==> src/rtl/cpu16_boot_loader_if.sv <==
`default_nettype none
`timescale 1ns/1ps
// ---------------------------------------------------------------------------
// cpu16_boot_loader_if : host byte link plus program-memory write port
// Revision 1.0
// ---------------------------------------------------------------------------
interface cpu16_boot_loader_if;
  logic        in_valid;
  logic [7:0]  in_data;
  logic        in_ready;
  logic [15:0] pm_address;
  logic [15:0] pm_data_out;
  logic        pm_write;

  // master = host/memory side, slave = loader
  modport master (
    output in_valid, in_data,
    input  in_ready, pm_address, pm_data_out, pm_write
  );
  modport slave (
    input  in_valid, in_data,
    output in_ready, pm_address, pm_data_out, pm_write
  );
endinterface
`default_nettype wire

==> src/rtl/cpu16_boot_loader.sv <==
`default_nettype none
`timescale 1ns/1ps
// ---------------------------------------------------------------------------
// cpu16_boot_loader : framed byte-stream loader into program memory
// Revision 1.0
// ---------------------------------------------------------------------------
module cpu16_boot_loader #(
  parameter logic [15:0] BASE_ADDR = 16'h0000,
  parameter int          PM_DEPTH  = 1024,
  parameter logic [7:0]  SYNC_BYTE = 8'hA5
) (
  input  wire logic          clock,
  input  wire logic          reset,
  cpu16_boot_loader_if.slave bus,
  input  wire logic          load_req,
  output logic               cpu_reset,
  output logic               busy,
  output logic               done,
  output logic               error
);

  typedef enum logic [2:0] {
    S_IDLE    = 3'd0,
    S_CNT_HI  = 3'd1,
    S_CNT_LO  = 3'd2,
    S_DATA_HI = 3'd3,
    S_DATA_LO = 3'd4,
    S_CHECK   = 3'd5,
    S_RUN     = 3'd6,
    S_ERROR   = 3'd7
  } state_t;

  localparam logic [16:0] DEPTH_LIMIT = 17'(PM_DEPTH);

  state_t      state_q, state_d;
  logic [15:0] cnt_q, cnt_d;
  logic [7:0]  hi_q, hi_d;
  logic [7:0]  sum_q, sum_d;
  logic [15:0] idx_q, idx_d;
  logic        pm_write_q, pm_write_d;
  logic [15:0] pm_address_q, pm_address_d;
  logic [15:0] pm_data_out_q, pm_data_out_d;
  logic        cpu_reset_q, cpu_reset_d;
  logic        done_q, done_d;
  logic        error_q, error_d;

  logic        in_ready;
  logic        accept;
  logic [7:0]  sum_next;
  logic [15:0] idx_next;
  logic [15:0] n_words;

  assign in_ready = (state_q != S_RUN);
  assign accept   = bus.in_valid & in_ready;
  assign sum_next = sum_q + bus.in_data;
  assign idx_next = idx_q + 16'd1;
  assign n_words  = {cnt_q[15:8], bus.in_data};

  always_comb begin
    state_d       = state_q;
    cnt_d         = cnt_q;
    hi_d          = hi_q;
    sum_d         = sum_q;
    idx_d         = idx_q;
    pm_write_d    = 1'b0;
    pm_address_d  = pm_address_q;
    pm_data_out_d = pm_data_out_q;
    cpu_reset_d   = cpu_reset_q;
    done_d        = done_q;
    error_d       = error_q;

    case (state_q)
      S_IDLE, S_ERROR: begin
        if (accept && bus.in_data == SYNC_BYTE) begin
          state_d = S_CNT_HI;
          sum_d   = 8'h00;
          idx_d   = 16'h0000;
          error_d = 1'b0;
        end
      end
      S_CNT_HI: begin
        if (accept) begin
          cnt_d   = {bus.in_data, 8'h00};
          sum_d   = sum_next;
          state_d = S_CNT_LO;
        end
      end
      S_CNT_LO: begin
        if (accept) begin
          cnt_d = n_words;
          sum_d = sum_next;
          if ({1'b0, n_words} > DEPTH_LIMIT) begin
            state_d = S_ERROR;
            error_d = 1'b1;
          end else if (n_words == 16'h0000) begin
            state_d = S_CHECK;
          end else begin
            state_d = S_DATA_HI;
          end
        end
      end
      S_DATA_HI: begin
        if (accept) begin
          hi_d    = bus.in_data;
          sum_d   = sum_next;
          state_d = S_DATA_LO;
        end
      end
      S_DATA_LO: begin
        // Write is registered so the strobe appears the cycle after the low byte
        if (accept) begin
          sum_d         = sum_next;
          pm_write_d    = 1'b1;
          pm_data_out_d = {hi_q, bus.in_data};
          pm_address_d  = BASE_ADDR + idx_q;
          idx_d         = idx_next;
          state_d       = (idx_next == cnt_q) ? S_CHECK : S_DATA_HI;
        end
      end
      S_CHECK: begin
        if (accept) begin
          if (sum_next == 8'h00) begin
            state_d     = S_RUN;
            cpu_reset_d = 1'b0;
            done_d      = 1'b1;
          end else begin
            state_d = S_ERROR;
            error_d = 1'b1;
          end
        end
      end
      S_RUN: begin
        if (load_req) begin
          state_d     = S_IDLE;
          cpu_reset_d = 1'b1;
          done_d      = 1'b0;
          error_d     = 1'b0;
        end
      end
      default: state_d = S_IDLE;
    endcase
  end

  always_ff @(posedge clock or posedge reset) begin
    if (reset) begin
      state_q       <= S_IDLE;
      cnt_q         <= 16'h0000;
      hi_q          <= 8'h00;
      sum_q         <= 8'h00;
      idx_q         <= 16'h0000;
      pm_write_q    <= 1'b0;
      pm_address_q  <= BASE_ADDR;
      pm_data_out_q <= 16'h0000;
      cpu_reset_q   <= 1'b1;
      done_q        <= 1'b0;
      error_q       <= 1'b0;
    end else begin
      state_q       <= state_d;
      cnt_q         <= cnt_d;
      hi_q          <= hi_d;
      sum_q         <= sum_d;
      idx_q         <= idx_d;
      pm_write_q    <= pm_write_d;
      pm_address_q  <= pm_address_d;
      pm_data_out_q <= pm_data_out_d;
      cpu_reset_q   <= cpu_reset_d;
      done_q        <= done_d;
      error_q       <= error_d;
    end
  end

  assign bus.in_ready    = in_ready;
  assign bus.pm_write    = pm_write_q;
  assign bus.pm_address  = pm_address_q;
  assign bus.pm_data_out = pm_data_out_q;
  assign cpu_reset       = cpu_reset_q;
  assign done            = done_q;
  assign error           = error_q;
  assign busy            = (state_q == S_CNT_HI)  || (state_q == S_CNT_LO) ||
                           (state_q == S_DATA_HI) || (state_q == S_DATA_LO) ||
                           (state_q == S_CHECK);

endmodule
`default_nettype wire
==> src/flat_wrapper.sv <==
// flat-port wrapper written by rule: the top's interface ports become plain ports
module cpu16_boot_loader_flat 
#(
  parameter logic [15:0] BASE_ADDR = 16'h0000,
  parameter int          PM_DEPTH  = 1024,
  parameter logic [7:0]  SYNC_BYTE = 8'hA5
)
  (clock, reset, load_req, cpu_reset, busy, done, error, bus_in_valid, bus_in_data, bus_in_ready, bus_pm_address, bus_pm_data_out, bus_pm_write);
  cpu16_boot_loader_if bus_i ();
  input  wire logic clock;
  input  wire logic reset;
  input  wire logic load_req;
  output logic cpu_reset;
  output logic busy;
  output logic done;
  output logic error;
  input wire logic [$bits(bus_i.in_valid)-1:0] bus_in_valid;
  input wire logic [$bits(bus_i.in_data)-1:0] bus_in_data;
  output wire logic [$bits(bus_i.in_ready)-1:0] bus_in_ready;
  output wire logic [$bits(bus_i.pm_address)-1:0] bus_pm_address;
  output wire logic [$bits(bus_i.pm_data_out)-1:0] bus_pm_data_out;
  output wire logic [$bits(bus_i.pm_write)-1:0] bus_pm_write;
  assign bus_i.in_valid = bus_in_valid;
  assign bus_i.in_data = bus_in_data;
  assign bus_in_ready = bus_i.in_ready;
  assign bus_pm_address = bus_i.pm_address;
  assign bus_pm_data_out = bus_i.pm_data_out;
  assign bus_pm_write = bus_i.pm_write;
  cpu16_boot_loader #(.BASE_ADDR(BASE_ADDR), .PM_DEPTH(PM_DEPTH), .SYNC_BYTE(SYNC_BYTE)) u_core (.clock(clock), .reset(reset), .bus(bus_i), .load_req(load_req), .cpu_reset(cpu_reset), .busy(busy), .done(done), .error(error));
endmodule
==> config.mk <==
export PLATFORM = sky130hd
export DESIGN_NAME = cpu16_boot_loader_flat
export DESIGN_NICKNAME = d
export VERILOG_FILES = /design/src/rtl/cpu16_boot_loader_if.sv /design/src/rtl/cpu16_boot_loader.sv /design/src/flat_wrapper.sv
export SDC_FILE = /design/constraint.sdc
export NUM_CORES = 1
export LEC_CHECK = 0
export BUFFER_PORTS_ARGS = -buffer_cell sky130_fd_sc_hd__buf_2
export CORE_MARGIN = 2
export CORE_UTILIZATION = 48
export DETAILED_ROUTE_END_ITERATION = 8
export PLACE_DENSITY = 0.67
export REMOVE_ABC_BUFFERS = 1
export SYNTH_ARGS = -nofsm -noshare
export SYNTH_HDL_FRONTEND = slang
export SYNTH_SLANG_ARGS = --single-unit
==> constraint.sdc <==
create_clock -name clock -period 3.1 [get_ports clock]
set_input_delay 0.31 -clock clock [delete_from_list [all_inputs] [get_ports clock]]
set_output_delay 0.31 -clock clock [all_outputs]
set_load 0.005 [all_outputs]
# Yosys cells after proc, flatten, opt, wreduce, memory -nomap -nowiden

Cells that the tools add are included.

Flip-flop bits (word level): 87
Word-level logic and storage cells: 99

Reductions and logical operators: 24
Bitwise logic cells: 2
$lt $le $gt $ge: 1
Muxes and demuxes: 37
Equal/unequal tests: 21
Add/sub/neg operators: 2

Operators by type and width:

| cell                                                                   | number |
|---|---|
| 16-bit one-hot mux with 2 select lines                                 | 2 |
| 16-bit 2-to-1 mux                                                      | 3 |
| 3-bit 2-to-1 mux                                                       | 10 |
| 8-bit 2-to-1 mux                                                       | 3 |
| 3-bit one-hot mux with 7 select lines                                  | 1 |
| 2-bit by 1-bit != test with 1-bit output, second input constant        | 9 |
| 16-bit by 1-bit adder with 16-bit output, second input constant        | 1 |
| 16-bit equality test                                                   | 1 |
| 16-bit by 11-bit > comparator with 1-bit output, second input constant | 1 |
| 16-bit zero test                                                       | 1 |
| 8-bit one-hot mux with 2 select lines                                  | 1 |
| 1-bit 2-to-1 mux                                                       | 14 |
| 7-bit AND reduction                                                    | 2 |
| 3-bit equality test, second input constant                             | 4 |
| 3-bit AND reduction                                                    | 4 |
| 8-bit adder                                                            | 1 |
| 8-bit equality test, second input constant                             | 1 |
| 8-bit zero test                                                        | 1 |
| 2-bit nonzero test                                                     | 4 |
| 3-bit by 2-bit equality test with 1-bit output, second input constant  | 2 |
| 1-bit logical OR                                                       | 4 |
| 2-bit != test, second input constant                                   | 2 |
| 1-bit one-hot mux with 2 select lines                                  | 2 |
| 1-bit one-hot mux with 4 select lines                                  | 1 |
| other kinds (11)                                                       | 12 |

# Depth between registers and ports, before layout

Gate-level depths: netlist (run 1).

Depth after elaboration: 5
Gate-level depth with buffers: 9

# Worst setup path after synthesis (run 1)

OpenSTA, ideal clock, no wires.

Path kind: reg-to-reg
Start point: register u_core.sum_q[0]
End point: register u_core.done_q, in the netlist u_core.done
Data required time: 3032 ps
Stages on the path, launching flop included: 9
Arrival time: 2304 ps
Setup slack: 728 ps
Period minus slack after synthesis: 2372 ps
Path through: dfrtp_1 > ha_1 > fa_1 > a21o_1 > a311o_1 > a21oi_1 > xnor2_1 > nor4_2 > a32o_1

Cells in the longest elaborated chain, start to end: 4

RTL lines:

| element                                            | line                     | text |
|---|---|---|
| start: declaration                                 | cpu16_boot_loader.sv:38  | `logic [7:0] sum_q, sum_d;` |
| start signal: assignment                           | cpu16_boot_loader.sv:161 | `sum_q <= sum_d;` |
| 8-bit adder                                        | cpu16_boot_loader.sv:55  | `assign sum_next = sum_q + bus.in_data;` |
| 8-bit zero test                                    | cpu16_boot_loader.sv:122 | `if (sum_next == 8'h00) begin` |
| 2-bit by 1-bit != test with 1-bit output (no line) | n/a                      |  |
| 4-bit AND reduction (no line)                      | n/a                      |  |
| end signal: assignment                             | cpu16_boot_loader.sv:167 | `done_q <= done_d;` |
| end: declaration                                   | cpu16_boot_loader.sv:44  | `logic done_q, done_d;` |

No other way between the ends.
A chain may end at the register's enable or synchronous reset.

# Final worst setup path (run 1)

Start point: register u_core.sum_q[0]
End point: register u_core.error_q, in the netlist u_core.error

Cells in the longest elaborated chain, start to end: 4

RTL lines:

| element                       | line                     | text |
|---|---|---|
| 8-bit adder                   | cpu16_boot_loader.sv:55  |  |
| 8-bit zero test               | cpu16_boot_loader.sv:122 |  |
| 2-bit != test (no line)       | n/a                      |  |
| 7-bit AND reduction (no line) | n/a                      |  |
| end signal: assignment        | cpu16_boot_loader.sv:168 | `error_q <= error_d;` |
| end: declaration              | cpu16_boot_loader.sv:45  | `logic error_q, error_d;` |

No other way between the ends.

==> results.cfg, run 1 <==
[sta]
hold_viol = 0
fin_tns_setup_ps = 0
holdWs_ps = 7.03
finalCriticalPeriod_ps = 2610
max_freq_ghz = 0.383
min_period_over_period = 0.843
clock_skew_ps = 8.92
finalSetupViolCount = 0
maxSlewViolCount = 0
slew_headroom = 0.547
grt_setup_unrepaired = false
tightest_slew_ps = 676

[power_and_ir_drop]
power_leakage_nw = 2.47
ir_worst_vdd_mv = 0.396
seqPwrFrac = 0.413
switchingPower_w = 0.00179
p_int_w = 0.00270
clkPwrFrac = 0.166
sw_frac_of_total = 0.399
power.density_mw_per_mm2 = 852
combPwrFrac = 0.421

[clocking]
clkSinkCount = 87
clk_pin_slew_ps = 90
ctsResizeCount = 0
cts_hold_buffers = 0
clk_latency_ps = 350
ctsHtreeMaxLevel = 3
cts_setup_buffers = 0
cts_buffers = 9
clock-root-buffer = clkbuf_8
cts_max_path_buffers = 2
cts_tree = built

[synthesis]
syn_inst = 526
synth.most_common_cell = nand2_1
ys_async_sr_fraction = 1.00
synth_seq_cells = 87
syn_area_per_cell_sq_um = 9.10
seq_area_frac_synth = 0.455
yosysUniqueCellTypes = 65
synth_top_cells_by_area = dfrtp_1 45%, nand2_1 10%, o21ai_0 4.1%, mux2_2 4.0%, xnor2_1 3.3%
ys_warn_count = 0
synth_top_area_share = 0.450
synth_enable_flop_cells = 0
post-synth-top-area-cell = dfrtp_1
ys_top_cells_by_count = 132 x nand2_1, 86 x dfrtp_1, 39 x o21ai_0, 24 x a21oi_1, 22 x clkbuf_1
synth_ff_type = dfrtp_1
synthesis.area_sq_mm = 0.00479

[setup_path]
reg2reg_depth = 8
critPathMaxFanout = 4
endpoint_kind = flip-flop
crit_required_ps = 3320
path_buf_inv = 0
crit_family = compound AO/OA/AOI/OAI gates
cp_data_arrival_time_ps = 2830
worst_setup_path_start_kind = flip-flop
r2r_slack_ps = 490
critical-path-max-stage-delay_ps = 440
rr_endpoint = u_core.error
r2r-start = u_core.sum_q[0]
critical_path_class = flip-flop to flip-flop
cp_slowest_cell = nor4_2
path_cells = ha_1 -> fa_1 -> a21o_1 -> a311o_1 -> a21oi_1 -> xnor2_1 -> nor4_2 -> o21ai_0

[floorplanning]
rows = 36
pin_count = 50
fp.dieH_um = 104
die_area_sq_mm = 0.0108
core_area_sq_mm = 0.00973
initial_utilization = 0.492
die_x_um = 104

[drt]
ant_nets = 0
via_per_inst = 5.66
drtIter0Drc = 199
routed_wl_um = 11000
post_drt_wl_per_cell_um = 15.7
route.vias.total = 3942
firstDrtPassIters = 5
drc_errors = 0

[layout]
nFillCells = 910
synthToLayoutAreaGrowth_pct = 10.1
diodes = 0
drive_gt1_frac = 0.188
nets = 580

[global_route]
antenna_found_initial = 0
grt_pass1_vias = 3843
grt_max_degree = 40
grt_pass1_wl_um = 19100
grt-ovfl-total = 0
grt_usage = 0.213

[place]
hpwl_um = 7610
portBuffers = 49
place_congestion = 0.868

[hold_path]
worstHoldPathType = input port to async pin

[flow_run]
cap_viol_max_count = 0

[outcome]
outcome = completed
-- cells in the final DEF, fill, tap and decap left out, types with 5 or more instances in the layout --
cell type  count
xor2_1        11
and2_1         5
o31ai_1        7
ha_1           8
clkbuf_8      10
nand3_1       12
nor2b_1       12
o21ai_0       39
xnor2_1       18
a21oi_1       24
inv_1          6
nor2_1        15
nor4_1         5
buf_2         49
nand2_1      132
and4_1         5
mux2_2        17
nand4_1       11
dfrtp_1       86
buf_4          9
-- routing by layer --
| layer | track usage | routed length, um | vias up |
|---|---|---|---|
| li1 | - | - | 1908 |
| met1 | 0.297 | 5190 | 1912 |
| met2 | 0.346 | 5160 | 109 |
| met3 | 0.0269 | 475 | 13 |
| met4 | 0.0676 | 143 | 0 |
| met5 | 0 | 0 | - |
-- registers in the layout, indices dropped and copies added (netlist names) --
signal and count:
u_core.state_q 3, u_core.sum_q 8, u_core.bus.pm_write 1, u_core.bus.pm_data_out 16
u_core.done 1, u_core.hi_q 8, u_core.bus.pm_address 16, u_core.cpu_reset 1
u_core.idx_q 16, u_core.error 1, u_core.cnt_q 16
-- stage by stage --
stage | instance area [sq um] | utilization | instances | worst slack [ps] | total power, W
final | 5270 | 0.542 | 697 | 488 | 0.00449
after global routing | 5270 | 0.542 | 697 | 302 | 0.00488
after CTS | 5270 | 0.542 | 697 | 490 | 0.00452
after detailed placement | 5090 | 0.523 | 681 | 365 | 0.00376
after global placement | 5090 | 0.523 | 681 | 475 | 0.00369
after floorplan | 4610 | - | 490 | -309 | 0.00314
-- logic make-up (layout without fill, tap and decap cells) --
family          after synthesis  after routing  synth area share
buf+inv                      44             82            0.0431
flops                        87             87             0.455
xor+xnor                     29             29            0.0531
simple gates                224            224             0.225
compound gates              112            112             0.150
fa+ha+maj                     9              9            0.0251
mux                          21             21            0.0494
-- power groups by stage --
stage | registers, W | clock network [W] | logic, W
final | 0.00186 | 0.000746 | 0.00189
after global routing | 0.00191 | 0.000825 | 0.00214
after CTS | 0.00185 | 0.000767 | 0.00190
after detailed placement | 0.00187 | 0 | 0.00189
after global placement | 0.00185 | 0 | 0.00183
after floorplan | 0.00184 | 0 | 0.00131
-- layout make-up --
cell class	instances	area [sq um]	share of cell area
Clock buffer	10	138	0.0261
Clock inverter	6	43.8	0.00831
Inverter	8	31.3	0.00593
Multi-Input combinational cell	395	2400	0.456
Sequential cell	87	2180	0.413
Tap cell	133	166	0.0316
Timing Repair Buffer	58	313	0.0593
-- worst max-delay path by stage --
| stage | startpoint | end | slack [ps] | cells past startpoint |
|---|---|---|---|---|
| 2_1_floorplan | u_core.state_q[1] | u_core.idx_q[1] | -310 | 4 |
| 3_5_place_dp | bus_in_data[0] | u_core.error | 360 | 9 |
| 3_3_place_gp | bus_in_data[0] | u_core.done | 480 | 9 |
| 4_1_cts | u_core.sum_q[0] | u_core.error | 490 | 8 |
| 5_1_grt | u_core.sum_q[0] | u_core.error | 300 | 8 |
| 6_report | u_core.sum_q[0] | u_core.error | 490 | 8 |
No activity file was read; power rests on OpenSTA's default activity.
==> run 2: changes to the inputs <==
Settings changed: PLACE_DENSITY 0.67 to 0.7.
Clock period 3.1 ns to 2.2 ns, I/O delays scaled along.
==> run 2 against run 1 <==
Compared with the run above: the flow now finishes with violations (setup timing); sequential power is 37% higher; fmax increased by 13%; combinational power up 63%; die area did not move; register-to-register slack worse by 600 ps; worst hold slack improved by 150 ps; setup slack worse by 600 ps; routed wire length rose by 7.2%; critical endpoint is now u_core.state_q[2].
==> results.cfg, run 2 (synthesized netlist as in run 1, its figures left out) <==
[setup_path]
reg2reg_depth = 7
critical_path_class = flip-flop to flip-flop
critPathMaxFanout = 4
crit_required_ps = 2510
cp_slowest_cell = or4_4
cp-endpoint = u_core.state_q[2]
worst_setup_path_start_kind = flip-flop
crit_start = u_core.idx_q[1]
path_cells = ha_4 -> and4_4 -> nand4_1 -> xnor2_1 -> nand4b_1 -> or4_4 -> o21ai_2
crit_cells = 7
r2r-start = u_core.idx_q[1]
critical-path-max-stage-delay_ps = 610
rr_endpoint = u_core.state_q[2]
crit_family = simple AND/OR/NAND/NOR gates
path_buf_inv = 0
cp_data_arrival_time_ps = 2620
endpoint_kind = flip-flop
r2r_slack_ps = -110

[clocking]
cts_max_path_buffers = 2
clk_latency_ps = 370
clk_pin_slew_ps = 90
clock-root-buffer = clkbuf_8
cts_tree = built
ctsHtreeMaxLevel = 3
cts_buffers = 9
clkSinkCount = 87

[sta]
maxSlewViolCount = 0
max_freq_ghz = 0.432
setup_ws_ps = -113
grt_setup_unrepaired = true
fin_tns_setup_ps = -420
tightest_slew_ps = 530
hold_viol = 0
slew_headroom = 0.644
clock_skew_ps = 13.9
finalCriticalPeriod_ps = 2310
min_period_over_period = 1.05
finalSetupViolCount = 5

[outcome]
outcome = finished, violations left
violations = setup timing

[drt]
ant_nets = 0
route.vias.total = 4141
drtIter0Drc = 256
routed_wl_um = 11800
via_per_inst = 5.60
drc_errors = 0
firstDrtPassIters = 4
post_drt_wl_per_cell_um = 15.9

[place]
place_congestion = 0.918
post-place-cells = 720
portBuffers = 49
hpwl_um = 7900
place_area_sq_mm = 0.00540

[hold_path]
worstHoldPathType = input port to flip-flop
hold_path_startpoint = bus_in_data[3]

[floorplanning]
fp.dieH_um = 104
core_area_sq_mm = 0.00973
die_area_sq_mm = 0.0108
die_x_um = 104
pin_count = 50
rows = 36
initial_utilization = 0.492

[global_route]
grt_pass1_vias = 4097
grt_max_degree = 88
grt-ovfl-total = 0
antenna_found_initial = 0
grt_usage = 0.227
grt_pass1_wl_um = 20100

[layout]
mostFrequentLayoutCells = 132 x nand2_1, 83 x dfrtp_1, 49 x buf_2, 49 x buf_4, 37 x o21ai_0
final_cells = 740
drive_gt1_frac = 0.275
nets = 624
final_common_cell = nand2_1
finalInstanceArea_sq_mm = 0.00573
diodes = 0
synthToLayoutAreaGrowth_pct = 19.7

[power_and_ir_drop]
power_leakage_nw = 2.71
ir_worst_vdd_mv = 0.624
power.density_mw_per_mm2 = 1170

[flow_run]
cap_viol_max_count = 0
## run 2: final cells by class
type | count | area, sq um
inverter | 8 | 31.3
fill | 882 | 4000
clock inverter | 5 | 42.5
timing repair buffer | 102 | 666
clock buffer | 10 | 138
tap | 133 | 166
sequential | 87 | 2180
multi-input combinational | 395 | 2500
## run 2: worst min-delay path by stage
stage                                 to  cells after the start  slack, ps
2_1_floorplan           u_core.cpu_reset                      1        280
3_3_place_gp   u_core.bus.pm_data_out[1]                      3        360
3_5_place_dp   u_core.bus.pm_data_out[3]                      3        360
4_1_cts        u_core.bus.pm_data_out[3]                      3        140
5_1_grt        u_core.bus.pm_data_out[6]                      3        150
6_report       u_core.bus.pm_data_out[3]                      3        150
## run 2: power breakdown
| part | total [W] | internal, W | switching, W | leakage (nW) |
|---|---|---|---|---|
| registers | 0.00255 | 0.00214 | 0.000411 | 1.12 |
| clock network | 0.00106 | 0.000445 | 0.000617 | 0.0889 |
| logic | 0.00308 | 0.00143 | 0.00164 | 1.50 |
## run 2: metal layers
| metal | vias to the layer above | part of all wire | track usage |
|---|---|---|---|
| met5 | - | 0 | 0 |
| met4 | 0 | 0.025 | 0.102 |
| met3 | 30 | 0.039 | 0.0326 |
| met2 | 100 | 0.48 | 0.367 |
| met1 | 2015 | 0.46 | 0.306 |
| li1 | 1996 | - | - |
## run 2: per-stage QoR
stage	power (W)	setup WS [ps]	util	hold WS, ps
3_3_place_gp	0.00532	-271	0.555	357
2_1_floorplan	0.00443	-1210	-	283
3_5_place_dp	0.00545	-377	0.555	364
5_1_grt	0.00721	-209	0.589	153
6_report	0.00669	-113	0.589	152
4_1_cts	0.00661	-59.4	0.582	142
## run 2: tightest hold or removal path, delay by kind of cell
kind                   cells  cell delay [ps]
buffers and inverters      1              160
and+or+nand+nor            2              110
## run 2: timing repair
item,CTS,global route
setup buffers,2,2
pin swaps,10,10
hold buffers,1,0
endpoints found under the setup margin,6,7
endpoints found under the hold margin,86,0
gates resized for setup,11,17
==> run 3: changes to the inputs <==
Settings changed: CORE_UTILIZATION 48 to 53, CTS_CLUSTER_DIAMETER set to 30, PLACE_DENSITY 0.7 to 0.76.
==> run 3 against run 2 <==
Compared with the run above: the flow still finishes with violations (setup timing); clock skew decreased by 4.5 ps; critical path type unchanged; combinational power is 3% higher; sequential share of layout area grew 0.21 points.
==> results.cfg, run 3 (synthesized netlist as in run 1, its figures left out) <==
[setup_path]
cp-endpoint = u_core.done
critical_path_class = flip-flop to flip-flop
cp_data_arrival_time_ps = 2680
crit_required_ps = 2490
critPathMaxFanout = 4
reg2reg_depth = 9
r2r_slack_ps = -180
crit_start = u_core.sum_q[0]
rr_endpoint = u_core.done
r2r-start = u_core.sum_q[0]
worst_setup_path_start_kind = flip-flop
endpoint_kind = flip-flop

[global_route]
grt-ovfl-total = 0
grt_pass1_wl_um = 19900
grt_pass1_vias = 4167
grt_usage = 0.249
grt_max_degree = 33
antenna_found_initial = 0

[drt]
via_per_inst = 5.89
drtIter0Drc = 241
route.vias.total = 4245
drc_errors = 0
firstDrtPassIters = 5
post_drt_wl_per_cell_um = 16.6
ant_nets = 0
routed_wl_um = 12000

[power_and_ir_drop]
power.density_mw_per_mm2 = 1190
power_w = 0.00677
ir_worst_vdd_mv = 0.820
power_leakage_nw = 2.72

[outcome]
outcome = finished, violations left
violations = setup timing

[sta]
max_freq_ghz = 0.420
maxSlewViolCount = 0
finalCriticalPeriod_ps = 2380
clock_skew_ps = 9.44
fin_tns_setup_ps = -679
hold_viol = 0
grt_setup_unrepaired = true
setup_ws_ps = -183
slew_headroom = 0.619
min_period_over_period = 1.08
tightest_slew_ps = 570
finalSetupViolCount = 6

[floorplanning]
initial_utilization = 0.549
rows = 34
die_area_sq_mm = 0.00981
pin_count = 50
fp.dieH_um = 99.0
die_x_um = 99.0
core_area_sq_mm = 0.00872

[clocking]
cts_tree = built
clk_pin_slew_ps = 100
clk_latency_ps = 360
clkSinkCount = 87
ctsHtreeMaxLevel = 3
cts_buffers = 9
clock-root-buffer = clkbuf_8
cts_max_path_buffers = 2

[flow_run]
cap_viol_max_count = 0

[layout]
nFillCells = 701
final_common_cell = nand2_1
mostFrequentLayoutCells = 132 x nand2_1, 84 x dfrtp_1, 56 x buf_4
diodes = 0
synthToLayoutAreaGrowth_pct = 18.9
fin_util = 0.653
drive_gt1_frac = 0.271
nets = 629

[place]
portBuffers = 49
place_congestion = 0.897
hpwl_um = 8280

[hold_path]
worstHoldPathType = input port to flip-flop
## run 3: cell types whose count changed in the layout (fill, tap and decap cells not counted), sizes merged
cell    previous run  this run
inv                7        10
buf              101       106
clkinv             5         3
## run 3: through the flow
step / hold WS, ps / setup WS, ps / std cells / cell area [sq um]
after CTS: 138 / -119 / 717 / 5640
after floorplan: 283 / -1210 / 490 / 4610
after detailed placement: 294 / -337 / 698 / 5390
after global placement: 285 / -263 / 698 / 5390
final: 149 / -183 / 721 / 5690
after global routing: 138 / -240 / 721 / 5690
## run 3: how the worst min path moves through the flow
stage | depth (start not counted) | to | slack, ps | from
after floorplan | 1 | u_core.cpu_reset | 280 | bus_in_valid
after global placement | 2 | u_core.hi_q[1] | 280 | reset
after detailed placement | 2 | u_core.hi_q[1] | 290 | reset
after CTS | 3 | u_core.bus.pm_data_out[4] | 140 | bus_in_data[4]
after global routing | 3 | u_core.bus.pm_data_out[4] | 140 | bus_in_data[4]
final | 3 | u_core.bus.pm_data_out[4] | 150 | bus_in_data[4]
## run 3: what timing repair did
item,in CTS,in global routing
setup endpoints to repair,6,7
resized for setup,10,7
gates cloned,0,0
setup buffers,2,4
pin swaps,7,9
endpoints found under the hold margin,29,0
hold buffers,1,0
## run 3: cell type report
| cell class | count | area (sq um) | area share |
|---|---|---|---|
| timing repair buffer | 107 | 696 | 0.122 |
| clock buffer | 10 | 128 | 0.0224 |
| tap | 108 | 135 | 0.0237 |
| inverter | 8 | 31.3 | 0.00549 |
| clock inverter | 6 | 51.3 | 0.00901 |
| sequential | 87 | 2180 | 0.383 |
| multi-input combinational | 395 | 2470 | 0.434 |
## run 3: per-layer routing
metal | share of wire | routed length (um) | global-route usage | vias to the layer above
met1 | 0.43 | 5170 | 0.334 | 2053
met3 | 0.053 | 630 | 0.0348 | 27
li1 | - | - | - | 2002
met2 | 0.50 | 5950 | 0.412 | 163
met4 | 0.020 | 240 | 0.0959 | 0
met5 | 0 | 0 | 0 | -
## run 3: power by group
group	switching, W	internal, W	total, W	leakage, nW
Sequential	0.000416	0.00214	0.00255	1.12
Clock	0.000618	0.000429	0.00105	0.0883
Combinational	0.00169	0.00148	0.00317	1.51
## run 3: critical path, cell delays in order (launching register included)
cell and delay (ps):
dfrtp_1 410, ha_2 190, fa_2 350, a21o_1 230, a21oi_2 160, xor2_1 230
nand4_1 150, nor4_2 270, buf_4 170, a32o_1 160
